### src/rtl/fsfifo_drain.sv
// -----------------------------------------------------------------------------
// fsfifo_drain
//
// Drains an upstream synchronous FIFO (1-cycle read latency) into a
// valid/ready output stream through a 3-entry in-order skid buffer.
// Reads are issued only when the buffer is certain to have room for the
// returning word. As a result, the read strobe never depends on m_ready_i,
// and the buffer can never overflow.
//
// Optional feature (macro FSFIFO_DRAIN_LAST_EN):
//   defined   -> m_last_o marks every BURST_LEN-th accepted beat
//   undefined -> m_last_o is tied low and no beat counter exists
//
// Parameters:
//   WIDTH      data word width in bits
//   BURST_LEN  beats per burst for m_last_o (1..65535)
//
// Ports:
//   clk_i         clock, rising edge
//   resetn_i      asynchronous active-low reset
//   enable_i      1 = issue new FIFO reads
//   fifo_empty_i  upstream FIFO empty flag
//   fifo_rd_o     upstream FIFO read strobe
//   fifo_data_i   upstream read data, valid the cycle after fifo_rd_o
//   m_valid_o     output beat valid
//   m_ready_i     downstream accepts the beat
//   m_data_o      output beat data (head of skid buffer)
//   m_last_o      final beat of a burst
//   words_o       accepted beat count, wraps modulo 2^16
// -----------------------------------------------------------------------------
module fsfifo_drain #(
    parameter int WIDTH     = 32,
    parameter int BURST_LEN = 8
) (
    input  logic             clk_i,
    input  logic             resetn_i,
    input  logic             enable_i,
    input  logic             fifo_empty_i,
    output logic             fifo_rd_o,
    input  logic [WIDTH-1:0] fifo_data_i,
    output logic             m_valid_o,
    input  logic             m_ready_i,
    output logic [WIDTH-1:0] m_data_o,
    output logic             m_last_o,
    output logic [15:0]      words_o
);

    logic             run_q;        // low for the first cycle after reset release
    logic             inflight_q;   // a read was issued last cycle
    logic [1:0]       occ_q;
    logic [1:0]       occ_d;
    logic [15:0]      words_q;
    logic [15:0]      words_d;
    logic [WIDTH-1:0] mem_q [3];
    logic [WIDTH-1:0] mem_d [3];
    logic [2:0]       pending_s;
    logic             pop_s;
    logic             cap_s;
    logic [1:0]       wr_idx_s;

    // Entries held plus the word already on its way back from the FIFO.
    assign pending_s = {1'b0, occ_q} + {2'b00, inflight_q};
    assign fifo_rd_o = run_q & enable_i & ~fifo_empty_i & (pending_s < 3'd3);

    assign m_valid_o = (occ_q != 2'd0);
    assign m_data_o  = mem_q[0];
    assign words_o   = words_q;

    assign pop_s    = m_valid_o & m_ready_i;
    assign cap_s    = inflight_q;
    // A pop shifts everything down one slot, so the write lands one lower.
    assign wr_idx_s = occ_q - {1'b0, pop_s};

    // Next-state for occupancy, beat count and buffer contents.
    always_comb begin
        occ_d   = occ_q;
        words_d = words_q;
        if (cap_s && !pop_s) begin
            occ_d = occ_q + 2'd1;
        end else if (pop_s && !cap_s) begin
            occ_d = occ_q - 2'd1;
        end else begin
            occ_d = occ_q;
        end

        if (pop_s) begin
            words_d = words_q + 16'd1;
        end else begin
            words_d = words_q;
        end

        if (pop_s) begin
            mem_d[0] = mem_q[1];
            mem_d[1] = mem_q[2];
        end else begin
            mem_d[0] = mem_q[0];
            mem_d[1] = mem_q[1];
        end
        mem_d[2] = mem_q[2];

        for (int i = 0; i < 3; i++) begin
            if (cap_s && (wr_idx_s == 2'(i))) begin
                mem_d[i] = fifo_data_i;
            end else begin
                mem_d[i] = mem_d[i];
            end
        end
    end

    // Control state: cleared asynchronously, discarding buffered and in-flight data.
    always_ff @(posedge clk_i or negedge resetn_i) begin
        if (!resetn_i) begin
            run_q      <= 1'b0;
            inflight_q <= 1'b0;
            occ_q      <= 2'd0;
            words_q    <= 16'd0;
        end else begin
            run_q      <= 1'b1;
            inflight_q <= fifo_rd_o;
            occ_q      <= occ_d;
            words_q    <= words_d;
        end
    end

    // Skid storage: contents are don't-care after reset, so no reset needed.
    always_ff @(posedge clk_i) begin
        for (int i = 0; i < 3; i++) begin
            mem_q[i] <= mem_d[i];
        end
    end

`ifdef FSFIFO_DRAIN_LAST_EN
    localparam logic [15:0] LAST_CNT = 16'(BURST_LEN - 1);

    logic [15:0] count_q;
    logic [15:0] count_d;

    // Beat-in-burst counter advances per accepted beat and wraps after the last.
    always_comb begin
        count_d = count_q;
        if (pop_s) begin
            if (count_q == LAST_CNT) begin
                count_d = 16'd0;
            end else begin
                count_d = count_q + 16'd1;
            end
        end else begin
            count_d = count_q;
        end
    end

    // Beat counter register.
    always_ff @(posedge clk_i or negedge resetn_i) begin
        if (!resetn_i) begin
            count_q <= 16'd0;
        end else begin
            count_q <= count_d;
        end
    end

    assign m_last_o = m_valid_o & (count_q == LAST_CNT);
`else
    assign m_last_o = 1'b0;
`endif

endmodule

### config.mk
export PLATFORM = sky130hd
export DESIGN_NAME = fsfifo_drain
export DESIGN_NICKNAME = d
export VERILOG_FILES = /design/src/rtl/fsfifo_drain.sv
export SDC_FILE = /design/constraint.sdc
export NUM_CORES = 1
export LEC_CHECK = 0
export ABC_AREA = 1
export BUFFER_PORTS_ARGS = -buffer_cell sky130_fd_sc_hd__buf_2
export CORE_MARGIN = 1
export CORE_UTILIZATION = 60
export CTS_CLUSTER_DIAMETER = 100
export DETAILED_ROUTE_END_ITERATION = 6
export GPL_TIMING_DRIVEN = 0
export PLACE_DENSITY = 0.92
export SLEW_MARGIN = 20
export SYNTH_ARGS = -nofsm -noshare
export SYNTH_HDL_FRONTEND = slang
export SYNTH_SLANG_ARGS = --single-unit
### constraint.sdc
create_clock -name clk_i -period 8.6 [get_ports clk_i]
set_input_delay 0.43 -clock clk_i [delete_from_list [all_inputs] [get_ports clk_i]]
set_output_delay 0.43 -clock clk_i [all_outputs]
set_load 0.005 [all_outputs]
==> results of run 1 <==
==> what timing repair did <==
action / CTS / global route
gates resized for setup: 0 / 0
hold buffers: 1 / 0
hold endpoints to repair: 20 / 0
buffers inserted: 0 / 0
==> report_power, final <==
part | switching (µW) | internal, µW | total [µW]
sequential | 55.3 | 773 | 828
clock | 245 | 408 | 654
combinational | 218 | 182 | 400
==> cell type report <==
cell class	instances	share of cell area (%)
Antenna cell	1	0.0398
Buffer	47	6.21
Clock buffer	18	6.65
Clock inverter	14	2.21
Inverter	41	2.45
Multi-Input combinational cell	214	19.1
Sequential cell	116	53.8
Tap cell	105	2.09
Timing Repair Buffer	88	7.45
==> path summary, 6_finish.rpt <==
check                                      from           end  cells past startpoint
worst min register to register      words_o[15]   words_o[15]                      2
max in group asynchronous              resetn_i   words_o[14]                      2
worst max-delay path                   occ_q[1]  mem_q[0][14]                      7
worst min-delay path            fifo_data_i[10]  mem_q[0][74]                      1
worst max register to register         occ_q[1]  mem_q[0][14]                      7
min in group asynchronous              resetn_i   words_o[13]                      2
==> layout by cell type, fill, tap and decap left out, types with 3 or more instances in the layout <==
cell type / n
o21ai_2: 35
nand3_1: 6
ha_1: 5
inv_1: 41
buf_6: 12
nand2_1: 93
o21ai_0: 19
clkbuf_16: 16
nand3b_1: 3
clkinv_2: 4
edfxtp_1: 96
nor2_1: 13
o21ai_1: 12
dfrtp_1: 20
buf_4: 33
xnor2_1: 9
clkinvlp_4: 5
buf_2: 86
xor2_1: 6
clkbuf_1: 3
nor2_4: 3
==> logic make-up after synthesis <==
family | share of synthesized area [%]
buf+inv | 10.6
flops | 66.2
compound gates | 9.23
fa+ha+maj | 1.22
simple gates | 10.0
xor+xnor | 2.57
other cells | 0.147
==> registers in the layout, indices dropped and copies added (netlist names) <==
name / flops
cap_s: 1
mem_q: 96
occ_q: 2
run_q: 1
words_o: 16
==> layer usage <==
| layer | vias to the layer above | routed length [µm] |
|---|---|---|
| met5 | - | 0 |
| met4 | 0 | 236 |
| met3 | 23 | 706 |
| met2 | 153 | 5650 |
| met1 | 1629 | 4040 |
| li1 | 1586 | - |
==> worst max-delay path, delay by kind of cell, from the launching register on <==
kind	cells	cell delay [ns]
xor+xnor	1	0.33
fa+ha+maj	1	0.20
buf+inv	1	0.27
flops	1	0.45
simple gates	4	1.24
==> per-stage QoR <==
| step | power, µW | cell area (µm²) |
|---|---|---|
| after global placement | 1200 | 5670 |
| after detailed placement | 1230 | 5710 |
| final | 1880 | 6280 |
| after global routing | 1970 | 6280 |
| after floorplan | 1080 | 5110 |
| after CTS | 1890 | 6280 |
==> flow_metrics.py, run 1 <==
metrics = {
    "status": {
        "status": "completed",
    },
    "floorplanning": {
        "die-width_um": 94.3,
        "core_um2": 8220,
        "dieArea_um2": 8890,
        "start_util_pct": 62.2,
        "row_count": 33,
        "die_y_um": 94.3,
        "io_pins": 88,
    },
    "clock_tree": {
        "worstSkewPairLatency_ns": 0.51,
        "numCtsBuffers": 17,
        "clockBufferDepth": 2,
        "cts_root_buf": "clkbuf_8",
        "clkSlewWorstSetupHoldPaths_ns": 0.06,
        "cts_max_level": 4,
        "clkSinkCount": 116,
        "cts_tree": "yes",
    },
    "setup_path": {
        "cp-end-kind": "flop",
        "start_kind": "flop",
        "ff2ff_setup_slack_ns": 5.70,
        "worstPathRequired_ns": 8.73,
        "cpMaxStageDelayCell": "nand2_2",
        "path_class": "reg -> reg",
        "slowest_delay_ns": 0.69,
        "critPathMaxFanout": 32,
        "worstPathCellList": "nor2_1 -> nor2_4 -> ha_1 -> xnor2_1 -> nand3_1 -> clkbuf_1 -> nand2_2",
        "crit_arrival_ns": 3.03,
    },
    "routing": {
        "drc": 0,
        "drt_iter0_markers": 220,
        "dr.pass1.iters": 4,
        "ant_nets": 0,
        "routed_wl_um": 10600,
        "vias": 3391,
        "viasPerCell": 5.27,
        "wire_per_inst_um": 16.5,
    },
    "yosys": {
        "yosysSeqAreaShare_pct": 66.2,
        "synth-edff-count": 96,
        "synth_ff_type": "edfxtp_1",
        "synthTopCellsByCount": "edfxtp_1, nand2_1, inv_1",
        "synth_area_leaders": "edfxtp_1, dfrtp_1, nand2_1",
        "ys_async_sr_fraction_pct": 17.2,
        "yosysWarnings": 0,
        "yosysTopAreaCellShare_pct": 56.4,
        "ys_types": 22,
        "syn-num-nets": 460,
        "syn_area_um2": 5110,
        "synth-seq-cells": 116,
        "syn_inst": 418,
        "syn_avg_cell_area_um2": 12.2,
        "synth_top_area_cell": "edfxtp_1",
        "synth.most_common_cell": "edfxtp_1",
    },
    "cells_and_area": {
        "post-route-util_pct": 76.5,
        "multiInputGateArea_um2": 1200,
        "area_delta_synth_final_pct": 22.9,
        "fin_cells": 644,
        "regArea_um2": 3380,
        "fillCellCount": 465,
        "drive_gt1_share_pct": 37.7,
        "fin_nets": 567,
    },
    "sta": {
        "setup_total_negative_slack_ns": 0,
        "final_hold_viol_count": 0,
        "setup_ws_ns": 5.70,
        "slew_headroom_pct": 43.0,
        "max_freq_mhz": 345,
        "period_minus_slack_ns": 2.90,
        "rsz0062_at_grt": "false",
        "final.period_utilization_pct": 33.7,
        "worst_pin_slew_ns": 0.852,
        "finalSetupViolCount": 0,
        "finClkSkew_ns": 0.00582,
        "whs_ns": 0.110,
        "drv_slew": 0,
    },
    "global_routing": {
        "grt_pass1_vias": 3488,
        "grt_overflow_total": 0,
        "antenna_found_initial": 1,
        "top_usage_layer": "met2",
        "grt_pass1_wl_um": 16800,
        "grt.met3_usage_pct": 8.50,
        "grt_max_degree": 33,
        "grt_use_total_pct": 26.2,
        "met1_usage_pct": 29.5,
        "use_met2_pct": 45.9,
    },
    "flow_run": {
        "drv_cap": 0,
    },
    "pwr": {
        "leakagePower_uw": 0.00283,
        "vdd_ir_drop_max_mv": 0.207,
        "p_per_area_nw_per_um2": 299,
    },
    "placed_design": {
        "place_hpwl_um": 6550,
        "placed_cells": 610,
        "gp_congestion": 0.773,
        "numPortBuffers": 86,
        "pre_cts_slack_ns": 5.75,
    },
    "worst_hold_path": {
        "hp-class": "in -> reg",
    },
}
Note: power is estimated with default switching activity, not from simulation.
==> run 2, diff against run 1 <==
--- a/config.mk
+++ b/config.mk
@@ -8,11 +8,11 @@
 export ABC_AREA = 1
 export BUFFER_PORTS_ARGS = -buffer_cell sky130_fd_sc_hd__buf_2
 export CORE_MARGIN = 1
-export CORE_UTILIZATION = 60
+export CORE_UTILIZATION = 56
 export CTS_CLUSTER_DIAMETER = 100
 export DETAILED_ROUTE_END_ITERATION = 6
 export GPL_TIMING_DRIVEN = 0
-export PLACE_DENSITY = 0.92
+export PLACE_DENSITY = 0.87
 export SLEW_MARGIN = 20
 export SYNTH_ARGS = -nofsm -noshare
 export SYNTH_HDL_FRONTEND = slang
==> constraint.sdc (replaced) <==
create_clock -name clk_i -period 2.67 [get_ports clk_i]
set_input_delay 0.1335 -clock clk_i [delete_from_list [all_inputs] [get_ports clk_i]]
set_output_delay 0.1335 -clock clk_i [all_outputs]
set_load 0.005 [all_outputs]
==> flow_metrics.py, run 2 (same netlist as run 1, synthesis figures left out) <==
metrics = {
    "clock_tree": {
        "numCtsBuffers": 17,
        "cts_tree": "yes",
        "worstSkewPairLatency_ns": 0.52,
        "clkSinkCount": 116,
        "clockBufferDepth": 2,
        "cts_root_buf": "clkbuf_8",
        "clkSlewWorstSetupHoldPaths_ns": 0.06,
        "cts_max_level": 4,
    },
    "sta": {
        "slew_headroom_pct": 34.9,
        "drv_slew": 0,
        "final.period_utilization_pct": 93.9,
        "worst_pin_slew_ns": 0.976,
        "final_hold_viol_count": 0,
        "period_minus_slack_ns": 2.51,
        "max_freq_mhz": 399,
        "finalSetupViolCount": 0,
        "setup_total_negative_slack_ns": 0,
        "rsz0062_at_grt": "false",
        "finClkSkew_ns": 0.00857,
    },
    "routing": {
        "routed_wl_um": 10900,
        "wire_per_inst_um": 16.0,
        "ant_nets": 0,
        "vias": 3460,
        "drt_iter0_markers": 142,
        "drc": 0,
        "viasPerCell": 5.07,
        "dr.pass1.iters": 6,
    },
    "setup_path": {
        "worstPathRequired_ns": 2.54,
        "reg2regPathDepth": 8,
        "cp-end-kind": "primary output",
        "crit_path_start": "occ_q[0]",
        "crit_arrival_ns": 2.37,
        "start_kind": "flop",
        "critPathMaxFanout": 5,
        "path_class": "reg -> out",
        "regToRegStartpoint": "occ_q[1]",
    },
    "worst_hold_path": {
        "hold_depth": 5,
        "min-delay-start": "m_ready_i",
        "hp-class": "in -> reg",
    },
    "placed_design": {
        "place_hpwl_um": 6080,
        "numPortBuffers": 86,
        "placed_area_um2": 5720,
        "gp_congestion": 0.745,
        "placed_cells": 613,
    },
    "global_routing": {
        "grt_overflow_total": 0,
        "antenna_found_initial": 0,
        "grt_max_degree": 33,
        "grt_use_total_pct": 23.3,
        "grt_pass1_vias": 3499,
        "grt_pass1_wl_um": 16800,
    },
    "cells_and_area": {
        "fillCellCount": 510,
        "layout.cells.most_common_list": "edfxtp_1, nand2_1, buf_2",
        "largest_register_ffs": 96,
        "stdcell_area_um2": 6790,
        "n_antenna_cell": 0,
        "top_register": "mem_q",
        "drive_gt1_share_pct": 36.2,
        "mostFrequentLayoutCell": "edfxtp_1",
        "fin_cells": 683,
        "area_delta_synth_final_pct": 32.9,
        "fin_nets": 604,
    },
    "floorplanning": {
        "core_um2": 8760,
        "row_count": 34,
        "die_y_um": 97.5,
        "die-width_um": 97.5,
        "io_pins": 88,
        "start_util_pct": 58.3,
        "dieArea_um2": 9520,
    },
    "pwr": {
        "leakagePower_uw": 0.00305,
        "power.switching_uw": 1710,
        "power.internal_uw": 4850,
        "seqPwrFrac_pct": 40.4,
        "vdd_ir_drop_max_mv": 0.521,
        "finalPower_uw": 6560,
        "p_per_area_nw_per_um2": 966,
        "power_frac_comb_pct": 21.6,
        "p_sw_share_pct": 26.1,
        "p_clk_share_pct": 38.0,
    },
    "status": {
        "status": "completed",
    },
    "flow_run": {
        "drv_cap": 0,
    },
}
run 2: cell types whose count changed in the layout (fill, tap and decap cells not counted), moves of 2 or more:
cell	delta
nand2_8	+2
clkbuf_2	+2
dlygate4sd3_1	+34
bufinv_16	+4
clkinvlp_4	-2
nand2_4	+2
nand2_2	-2
clkinv_2	-2
run 2: worst paths after layout:
kind,end,slack (ns)
max,fifo_rd_o,0.16
max reg2reg,mem_q[0][10],0.20
min in group asynchronous,words_o[9],0.09
min,words_o[1],0.03
min reg2reg,words_o[15],0.50
max in group asynchronous,words_o[8],2.27
run 2: repair_timing:
item | CTS | global route
setup buffers | 0 | 1
hold buffers | 35 | 0
resized for setup | 3 | 5
hold endpoints to repair | 99 | 0
cloned | 0 | 2
setup endpoints to repair | 64 | 64
pin swaps | 0 | 2
run 2: routing by layer:
layer | wire length [µm] | global-route usage (%) | vias to the layer above
met5 | 0 | 0 | -
met4 | 137 | 8.82 | 0
met3 | 582 | 6.33 | 17
met2 | 5840 | 40.9 | 126
met1 | 4370 | 27.3 | 1653
li1 | - | - | 1664
run 2: final cells by class:
class	count	area, µm²	area share (%)
clock inverter	13	230	3.39
tap	108	135	1.99
timing repair buffer	123	828	12.2
multi-input combinational	216	1250	18.4
buffer	47	393	5.78
clock buffer	19	422	6.21
inverter	41	154	2.27
sequential	116	3380	49.8
run 2: metrics by stage:
step | hold WS (ns) | utilization (%) | setup slack [ns]
after floorplan | -0.162 | - | 0.0976
after global placement | 0.0944 | 64.8 | -0.533
after detailed placement | 0.104 | 65.2 | -0.231
after CTS | 0.0200 | 76.9 | 0.0237
after global routing | 0.0640 | 77.5 | 0.0212
final | 0.0294 | 77.5 | 0.162
run 2: power by group through the flow:
stage	combinational, µW	clock [µW]	sequential, µW
3_3_place_gp	1200	0	2670
4_1_cts	1340	2510	2650
6_report	1410	2490	2650
3_5_place_dp	1270	0	2680
5_1_grt	1540	2590	2690
2_1_floorplan	836	0	2650
run 2: critical path, stage by stage (launching register included):
cell and delay (ns):
dfrtp_1 0.43, ha_1 0.23, ha_1 0.17, nor2_1 0.08, nand3_1 0.06, dlygate4sd3_1 0.57
a21oi_1 0.17, buf_2 0.14
==> run 3, diff against run 2 <==
--- a/config.mk
+++ b/config.mk
@@ -5,14 +5,13 @@
 export SDC_FILE = /design/constraint.sdc
 export NUM_CORES = 1
 export LEC_CHECK = 0
-export ABC_AREA = 1
 export BUFFER_PORTS_ARGS = -buffer_cell sky130_fd_sc_hd__buf_2
 export CORE_MARGIN = 1
-export CORE_UTILIZATION = 56
+export CORE_UTILIZATION = 59
 export CTS_CLUSTER_DIAMETER = 100
 export DETAILED_ROUTE_END_ITERATION = 6
 export GPL_TIMING_DRIVEN = 0
-export PLACE_DENSITY = 0.87
+export PLACE_DENSITY = 0.91
 export SLEW_MARGIN = 20
 export SYNTH_ARGS = -nofsm -noshare
 export SYNTH_HDL_FRONTEND = slang
==> constraint.sdc (replaced) <==
create_clock -name clk_i -period 3 [get_ports clk_i]
set_input_delay 0.15 -clock clk_i [delete_from_list [all_inputs] [get_ports clk_i]]
set_output_delay 0.15 -clock clk_i [all_outputs]
set_load 0.005 [all_outputs]
==> flow_metrics.py, run 3 <==
metrics = {
    "status": {
        "status": "completed",
    },
    "setup_path": {
        "crit_family": "buffers and inverters",
        "reg2regPathDepth": 8,
        "worst-path-stages": 8,
        "worstPathRequired_ns": 3.24,
        "regToRegStartpoint": "occ_q[0]",
        "cp-end-kind": "flop",
        "r2r-end": "mem_q[0][16]",
        "path_buf_inv": 3,
        "path_class": "reg -> reg",
        "ff2ff_setup_slack_ns": 0.25,
        "critPathMaxFanout": 10,
        "critPathCapture": "mem_q[0][16]",
        "slowest_delay_ns": 0.47,
        "cpMaxStageDelayCell": "dfrtp_1",
        "worstPathCellList": "o21ai_4 -> inv_2 -> ha_1 -> xnor2_2 -> and3_1 -> buf_2 -> buf_6 -> mux2_1",
        "crit_path_start": "occ_q[0]",
        "start_kind": "flop",
        "crit_arrival_ns": 2.98,
    },
    "routing": {
        "dr.pass1.iters": 4,
        "vias": 2744,
        "drc": 0,
        "viasPerCell": 5.06,
        "drt_iter0_markers": 108,
        "routed_wl_um": 9170,
        "ant_nets": 0,
        "wire_per_inst_um": 16.9,
    },
    "clock_tree": {
        "clkSinkCount": 116,
        "cts_max_level": 4,
        "clockBufferDepth": 2,
        "cts_tree": "yes",
        "worstSkewPairLatency_ns": 0.50,
        "numCtsBuffers": 17,
        "clkSlewWorstSetupHoldPaths_ns": 0.06,
        "cts_setup_buffers": 0,
        "cts_root_buf": "clkbuf_8",
    },
    "yosys": {
        "syn_avg_cell_area_um2": 17.0,
        "yosysWarnings": 0,
        "synth-edff-count": 96,
        "syn_inst": 285,
        "synthTopCellsByCount": "edfxtp_1, mux2_2, buf_4",
        "synth_ff_type": "edfxtp_1",
        "yosysSeqAreaShare_pct": 69.7,
        "synth.most_common_cell": "edfxtp_1",
        "ys_async_sr_fraction_pct": 17.2,
        "syn_area_um2": 4850,
        "synth-seq-cells": 116,
        "yosysTopAreaCellShare_pct": 59.4,
        "syn-num-nets": 327,
        "synth_top_area_cell": "edfxtp_1",
        "synth_area_leaders": "edfxtp_1, dfrtp_1, mux2_2",
        "ys_types": 25,
    },
    "pwr": {
        "p_per_area_nw_per_um2": 835,
        "vdd_ir_drop_max_mv": 0.675,
        "finalPower_uw": 5340,
        "leakagePower_uw": 0.00259,
    },
    "placed_design": {
        "gp_congestion": 0.766,
        "place_hpwl_um": 5150,
        "placed_cells": 474,
        "numPortBuffers": 86,
    },
    "cells_and_area": {
        "top_register": "mem_q",
        "n_antenna_cell": 0,
        "largest_register_ffs": 96,
        "area_delta_synth_final_pct": 31.8,
        "drive_gt1_share_pct": 45.9,
        "fin_cells": 542,
        "layout.cells.most_common_list": "edfxtp_1, buf_2, mux2_2, dlygate4sd3_1, buf_4",
        "mostFrequentLayoutCell": "edfxtp_1",
        "fin_nets": 469,
        "fillCellCount": 427,
    },
    "global_routing": {
        "grt_pass1_wl_um": 14300,
        "antenna_found_initial": 0,
        "grt_pass1_vias": 2829,
        "grt_max_degree": 33,
        "grt_overflow_total": 0,
        "grt_use_total_pct": 23.1,
    },
    "worst_hold_path": {
        "hp-class": "in -> reg",
    },
    "sta": {
        "finalSetupViolCount": 0,
        "drv_slew": 0,
        "slew_headroom_pct": 63.0,
        "final_hold_viol_count": 0,
        "setup_total_negative_slack_ns": 0,
        "finClkSkew_ns": 0.0110,
        "whs_ns": 0.0763,
        "max_freq_mhz": 364,
        "final.period_utilization_pct": 91.5,
        "period_minus_slack_ns": 2.75,
        "rsz0062_at_grt": "false",
        "worst_pin_slew_ns": 0.554,
    },
    "floorplanning": {
        "dieArea_um2": 8590,
        "die-width_um": 92.7,
        "io_pins": 88,
        "die_y_um": 92.7,
        "core_um2": 7850,
        "start_util_pct": 61.8,
        "row_count": 32,
    },
    "flow_run": {
        "drv_cap": 0,
    },
}
[run 3: cell types whose count changed in the layout (fill, tap and decap cells not counted), sizes merged, moves of 4 or more]
cell / previous run / this run
nand2: 97 / 11
o21ai: 66 / 1
mux2: 0 / 64
inv: 42 / 4
nor2: 16 / 3
clkinv: 3 / 10
xnor2: 9 / 16
buf: 133 / 127
bufinv: 6 / 2
clkbuf: 21 / 17
[run 3: worst min path at each step]
| stage | slack [ns] | cells after the start | from | end |
|---|---|---|---|---|
| 2_1_floorplan | -0.15 | 0 | resetn_i | cap_s |
| 6_report | 0.08 | 3 | m_ready_i | words_o[0] |
| 5_1_grt | 0.07 | 4 | m_ready_i | words_o[1] |
| 4_1_cts | 0.02 | 3 | m_ready_i | words_o[0] |
| 3_3_place_gp | 0.11 | 1 | resetn_i | words_o[4] |
| 3_5_place_dp | 0.12 | 1 | resetn_i | words_o[5] |
[run 3: kinds of logic after synthesis]
logic type,synth area share (%)
flip-flops,69.7
other,0.155
adder cells (fa/ha/maj),1.29
AO/OA/AOI/OAI,0.361
AND/OR/NAND/NOR,3.66
buffers and inverters,6.52
XOR/XNOR,3.43
multiplexers,14.9
[run 3: area by class of cell]
cell class                 instances  area (µm²)  share of cell area, %
clock inverter                    15         141                   2.21
clock buffer                      17         414                   6.48
tap                              102         128                   2.00
sequential                       116        3380                   52.9
timing repair buffer             122         808                   12.6
buffer                            40         302                   4.72
inverter                           4        15.0                  0.235
multi-input combinational        126        1200                   18.8
[run 3: timing repair]
| action | CTS | global route |
|---|---|---|
| endpoints found under the hold margin | 111 | 0 |
| gates cloned | 0 | 1 |
| pin swaps | 0 | 1 |
| gates resized for setup | 4 | 3 |
| setup endpoints to repair | 64 | 64 |
| hold buffers | 35 | 0 |
[run 3: power breakdown]
part           switching (µW)  internal (µW)  total [µW]
clock                     694           1170        1860
sequential                173           2200        2370
combinational             527            580        1110
total                    1390           3940        5340
[run 3: worst register-to-register path: cells and delay by family, from the launching register on]
family / cells / cell delay [ns]
buffers and inverters: 3 / 0.56
DFF: 1 / 0.47
AOI/OAI and AO/OA: 1 / 0.43
muxes: 1 / 0.37
adders and majority gates: 1 / 0.25
xor gates and xnor gates: 1 / 0.23
and+or+nand+nor: 1 / 0.19
[run 3: per-stage QoR]
| step | setup WS [ns] | instance area [µm²] | utilization [%] |
|---|---|---|---|
| final | 0.254 | 6390 | 81.5 |
| after global routing | 0.0849 | 6390 | 81.5 |
| after CTS | 0.0459 | 6380 | 81.3 |
| after detailed placement | -0.335 | 5450 | 69.4 |
| after global placement | -0.635 | 5410 | 69.0 |
| after floorplan | 0.144 | 4850 | - |
[run 3: layer usage]
metal	GRT usage, %	routed length [µm]
met1	28.4	3930
met2	39.6	4810
met3	7.96	435
met4	5.00	0
met5	0	0
